**src/rtl/fwd_hazard_unit.sv**
```systemverilog
`default_nettype none
// +----------------------------------------------------------------------------+
// | Module   : fwd_hazard_unit                                                 |
// | Purpose  : Forwarding-select and load-use hazard unit for the pipelined    |
// |            MIPS core. Keeps a shadow pipeline of in-flight destinations    |
// |            (stage 1 = EX .. stage DEPTH = WB) and derives the EX operand   |
// |            forwarding selects, the load-use stall and a stall counter.     |
// | Ports    : clk_i, rst_i          clock, synchronous active-high reset      |
// |            id_valid_i            ID holds a real instruction               |
// |            id_rs_i, id_rt_i      ID source register addresses              |
// |            id_rd_i               ID destination register address           |
// |            id_regwrite_i         ID instruction writes the register file   |
// |            id_memread_i          ID instruction is a load                  |
// |            flush_i               kill the ID instruction                   |
// |            stall_o               hold PC and IF/ID, bubble into EX         |
// |            ex_fwd_rs_o/_rt_o     EX operand source: 0 = regfile,           |
// |                                  d = result held in stage d+1              |
// |            stall_count_o         saturating count of stall cycles          |
// | Revision : 1.0  initial release                                            |
// +----------------------------------------------------------------------------+
module fwd_hazard_unit #(
   parameter  int AW       = 5,
   parameter  int DEPTH    = 3,
   parameter  int LOAD_LAT = 1,
   localparam int SEL_W    = $clog2(DEPTH)
) (
   input  logic             clk_i,
   input  logic             rst_i,
   input  logic             id_valid_i,
   input  logic [AW-1:0]    id_rs_i,
   input  logic [AW-1:0]    id_rt_i,
   input  logic [AW-1:0]    id_rd_i,
   input  logic             id_regwrite_i,
   input  logic             id_memread_i,
   input  logic             flush_i,
   output logic             stall_o,
   output logic [SEL_W-1:0] ex_fwd_rs_o,
   output logic [SEL_W-1:0] ex_fwd_rt_o,
   output logic [15:0]      stall_count_o
);

   localparam logic [15:0] CNT_MAX = 16'hFFFF;

   // Shadow pipeline entries, index 1 = EX.
   logic [DEPTH:1]    v;
   logic [DEPTH:1]    wr;
   logic [AW-1:0]     rd [1:DEPTH];
   // The load flag only matters while the load's data is not yet forwardable,
   // so it is carried through stages 1..LOAD_LAT only.
   logic [LOAD_LAT:1] ld;
   logic [AW-1:0]     ex_rs;
   logic [AW-1:0]     ex_rt;
   logic [15:0]       stall_count;

   logic [DEPTH:1]    live;
   logic              load_hit;
   logic              stall;
   logic              bubble;
   logic [SEL_W-1:0]  fwd_rs;
   logic [SEL_W-1:0]  fwd_rt;

   // A producer is live only if it really writes a non-zero register.
   for (genvar k = 1; k <= DEPTH; k++) begin : g_live
      assign live[k] = v[k] & wr[k] & (rd[k] != '0);
   end

   always_comb begin
      load_hit = 1'b0;
      for (int k = 1; k <= LOAD_LAT; k++) begin
         if (live[k] && ld[k] && ((rd[k] == id_rs_i) || (rd[k] == id_rt_i)))
            load_hit = 1'b1;
      end
      // Flush wins: a killed instruction never waits on a load.
      stall  = id_valid_i & ~flush_i & load_hit;
      bubble = stall | flush_i;
   end

   // Scan from the oldest forwardable stage to the youngest so the youngest
   // matching producer overwrites older ones.
   always_comb begin
      fwd_rs = '0;
      fwd_rt = '0;
      for (int d = DEPTH - 1; d >= 1; d--) begin
         if (live[d+1] && (rd[d+1] == ex_rs))
            fwd_rs = SEL_W'(d);
         if (live[d+1] && (rd[d+1] == ex_rt))
            fwd_rt = SEL_W'(d);
      end
   end

   always_ff @(posedge clk_i) begin
      if (rst_i) begin
         v           <= '0;
         wr          <= '0;
         ld          <= '0;
         ex_rs       <= '0;
         ex_rt       <= '0;
         stall_count <= '0;
         for (int k = 1; k <= DEPTH; k++)
            rd[k] <= '0;
      end else begin
         if (bubble) begin
            v[1]  <= 1'b0;
            wr[1] <= 1'b0;
            ld[1] <= 1'b0;
            rd[1] <= '0;
            ex_rs <= '0;
            ex_rt <= '0;
         end else begin
            v[1]  <= id_valid_i;
            wr[1] <= id_regwrite_i & id_valid_i;
            ld[1] <= id_memread_i & id_valid_i;
            rd[1] <= id_rd_i;
            ex_rs <= id_rs_i;
            ex_rt <= id_rt_i;
         end
         // Older stages keep draining even while ID is held.
         for (int k = 2; k <= DEPTH; k++) begin
            v[k]  <= v[k-1];
            wr[k] <= wr[k-1];
            rd[k] <= rd[k-1];
         end
         for (int k = 2; k <= LOAD_LAT; k++)
            ld[k] <= ld[k-1];
         if (stall && (stall_count != CNT_MAX))
            stall_count <= stall_count + 16'd1;
      end
   end

   assign stall_o       = stall;
   assign ex_fwd_rs_o   = fwd_rs;
   assign ex_fwd_rt_o   = fwd_rt;
   assign stall_count_o = stall_count;

endmodule
`default_nettype wire

```
**config.mk**
```make
export PLATFORM = sky130hd
export DESIGN_NAME = fwd_hazard_unit
export DESIGN_NICKNAME = d
export VERILOG_FILES = /design/src/rtl/fwd_hazard_unit.sv
export SDC_FILE = /design/constraint.sdc
export NUM_CORES = 1
export LEC_CHECK = 0
export ABC_AREA = 0
export CORE_UTILIZATION = 50
export DETAILED_ROUTE_END_ITERATION = 8
export GPL_TIMING_DRIVEN = 0
export PLACE_DENSITY_LB_ADDON = 0.1
export SYNTH_ARGS = -nofsm -noshare
export SYNTH_HDL_FRONTEND = slang
export SYNTH_SLANG_ARGS = --single-unit
```
**constraint.sdc**
```tcl
create_clock -name clk_i -period 5.3 [get_ports clk_i]
set_input_delay 1.06 -clock clk_i [delete_from_list [all_inputs] [get_ports clk_i]]
set_output_delay 1.06 -clock clk_i [all_outputs]
set_load 0.005 [all_outputs]
```
==> results of run 1 <==
[cell type report]
class                   count  area (µm²)
fillers                   382        1500
multi-input cells         173        1230
flip-flops and latches     48        1010
repair buffers             40         400
clock buffers               5        68.8
well taps                  52        65.1
clock inverters             3        41.3
plain buffers               7        38.8
[metrics by stage]
step / hold slack, ps / power, mW
after floorplan: 430 / 0.438
after global placement: 467 / 0.464
after detailed placement: 470 / 0.466
after CTS: 484 / 0.728
after global routing: 494 / 0.749
final: 482 / 0.717
[Yosys cell counts (all sizes together) (2+ instances only)]
cell type and n:
dfxtp 43, xor2 22, nor2b 20, and2 16
a21oi 10, nand3 10, nor2 10, or4 9
xnor2 8, nor4 7, mux2 6, nand2 6
o21ai 6, and3 5, clkbuf 5, edfxtp 5
nor3 5, o211ai 5, o31ai 5, or3 5
and4 3, buf 2
[path summary, 6_finish.rpt]
kind | from | endpoint | cells past startpoint
worst max-delay path | id_rs_i[3] | stall_o | 8
worst min-delay path | v[1] | v[2] | 1
worst max register to register | stall_count_o[0] | stall_count_o[15] | 6
worst min register to register | v[1] | v[2] | 1
[sequential cells by signal, summed over array words and instances (netlist names)]
signal,flops
stall_count_o,16
rd,15
ex_rs,5
ex_rt,5
v,3
wr,3
ld,1
[routing by layer]
metal / GRT usage / part of all wire
met5: 0 / 0
met4: 0.0680 / 0.014
met3: 0.0436 / 0.053
met2: 0.301 / 0.44
met1: 0.270 / 0.49
[logic make-up (layout without fill, tap and decap cells)]
kind of cell / count (synthesis) / count (layout)
AOI/OAI and AO/OA: 30 / 30
xor gates and xnor gates: 30 / 30
adders and majority gates: 1 / 1
buffers and inverters: 7 / 55
DFF: 48 / 48
muxes: 6 / 6
other: 1 / 5
and+or+nand+nor: 101 / 101
[layout by cell type (no fill, tap or decap), drive strengths merged, types with 7 or more instances in the layout]
master         Yosys  final
dfxtp             43     43
clkdlybuf4s50      0     40
xor2              22     22
nor2b             20     20
and2              16     16
nand3             10     10
nor2              10     10
a21oi             10     10
clkbuf             5     10
or4                9      9
xnor2              8      8
nor4               7      7
[power groups by stage]
stage | clock network [mW] | registers, mW | logic [mW]
3_5_place_dp | 0 | 0.400 | 0.0656
5_1_grt | 0.283 | 0.393 | 0.0722
4_1_cts | 0.270 | 0.391 | 0.0657
6_report | 0.261 | 0.391 | 0.0648
2_1_floorplan | 0 | 0.396 | 0.0420
3_3_place_gp | 0 | 0.400 | 0.0646
==> impl_metrics.yaml, run 1 <==
outcome:
  outcome: "completed"
clock_tree:
  cts-htree-levels: 2
  cts_post_setup_buffers_inserted: 0
  tritoncts.num_buffers: 5
  cts.repair.resized: 0
  cts_root_buffer: "sky130_fd_sc_hd__clkbuf_8"
  clock_tree.buffer_depth: 2
  clock_insertion_delay_worst_skew_ps: 300
  cts.reportedPaths.clkPinSlew_ps: 90
  tritoncts_num_sinks: 48
  post_cts_hold_buffer_count: 0
  tritoncts: "yes"
critical_path:
  path_class: "input pin to output port"
  crit_arrival_ps: 3050
  reg2reg_slack_ps: 3210
  crit_path_cell_trace: "clkdlybuf4s50_1, xor2_1, nor2_1, a22oi_4, buf_4, buf_6, nor2_1, clkdlybuf4s50_1"
  critPathRequiredTime_ps: 4240
  max_stage_delay_ps: 500
  cpLargestDelayFamily: "buffers and inverters"
  cpMaxStageDelayCell: "sky130_fd_sc_hd__clkdlybuf4s50_1"
  critPathCaptureType: "output port"
  critical_path.n_buffers_inverters: 4
  crit_fanout: 10
  critPathLaunchType: "input pin"
synthesis:
  synth_async_sr_flop_share: 0
  synthFlopType: "sky130_fd_sc_hd__dfxtp_1"
  synth_largest_type_area_fraction: 0.381
  yosys-top-cells-area: "sky130_fd_sc_hd__dfxtp_1 (38%), sky130_fd_sc_hd__xor2_1 (8.5%), sky130_fd_sc_hd__edfxtp_1 (6.6%)"
  fraction_of_the_mapped_netlist_area_in_simple_logic_gates: 0.278
  synth-xor-area-share: 0.116
  yosys_register_bits: 48
  avgSynthCellArea_um2: 10.1
  synth_top_family_by_area: "simple AND/OR/NAND/NOR gates"
  synth_seq_area_share: 0.447
  synth.cell_area_mm2: 0.00226
  synth.mux.area_fraction: 0.0299
  ys_warn_count: 0
  syn_inst: 224
  yosys.area_share.adder: 0.00553
  synth_cell_type_count: 42
  netlist.top_cell.by_area: "sky130_fd_sc_hd__dfxtp_1"
  synth_compound_area_frac: 0.105
  synth_edf_count: 5
routing:
  routed_wire_length_per_instance_um: 13.3
  initialDrtViolationCount: 79
  antenna_violating_nets_post_route: 0
  route.detailed.vias_per_inst: 5.39
  detail_route.wirelength_um: 4360
  post-route-drc-count: 0
  dr.pass1.iters: 4
  vias: 1768
floorplanning:
  fp.coreArea_mm2: 0.00435
  ios: 42
  vertical_extent_of_the_die_um: 69.2
  chipWidth_um: 69.2
  initial_utilization: 0.519
  total_die_area_mm2: 0.00479
  floorplan.rows: 24
placed_design:
  placed_cells_incl_taps: 320
  placed_cell_area_mm2: 0.00274
  worst_slack_at_placement_ps: 1180
  io_buffer_count: 40
  routabilityCongestion: 0.821
  detailed_place_hpwl_um: 3380
sta:
  final.setup_skew_ps: 5.19
  setup_slack_ps: 1190
  grt_setup_unrepaired: "no"
  timing.fmax_ghz: 0.243
  timing.setup.tns_ps: 0
  fin_crit_ps: 4110
  report.final.hold_viol_count: 0
  post-route-period-util: 0.776
  drv_slew: 0
  setup_viol_count_final: 0
power:
  power_switching_share: 0.228
  p_int_mw: 0.554
  total_switching_power_mw: 0.164
  power.share.combinational: 0.090
  total_power_density_per_cell_area_mw_per_mm2: 252
  vdd_ir_drop_max_uv: 164
  part_of_the_total_power_dissipated_in_sequential_elements: 0.545
  power.clock.fraction: 0.364
  power.static_leakage_nw: 1.08
final_layout:
  antenna_cells_inserted: 0
  final_core_utilization: 0.655
  final_net_count: 297
  fin_area_mm2: 0.00285
  final_cell_count_no_fill: 328
  drive_above_1_share: 0.0906
  synthToLayoutAreaGrowth_pct: 26.1
global_routing:
  antenna_violations_before_repair: 0
  grt_pass1_vias: 1601
  pin_count_of_the_biggest_net_entering_global_routing: 16
  globalRouteTotalUtil: 0.195
  globalRouteOverflowTotal: 0
  wire_length_of_the_first_global_routing_pass_um: 7500
job:
  max_cap_violations: 0
min_path:
  hold_class: "flip-flop to flip-flop"
Note: power is estimated with default switching activity, not from simulation.
==> run 2: changes to the inputs <==
==> constraint.sdc (replaced) <==
create_clock -name clk_i -period 3.9 [get_ports clk_i]
set_input_delay 0.78 -clock clk_i [delete_from_list [all_inputs] [get_ports clk_i]]
set_output_delay 0.78 -clock clk_i [all_outputs]
set_load 0.005 [all_outputs]
==> results of run 2 <==
Same layout as run 1 (identical final DEF). Status: completed.
Main changes from that run: setup slack after placement 1180 ps -> 342 ps; setup slack after layout 1190 ps -> 346 ps; register-to-register setup slack 3210 ps -> 1810 ps; total power 0.717 mW -> 0.975 mW; worst IR drop on VDD 164 µV -> 223 µV
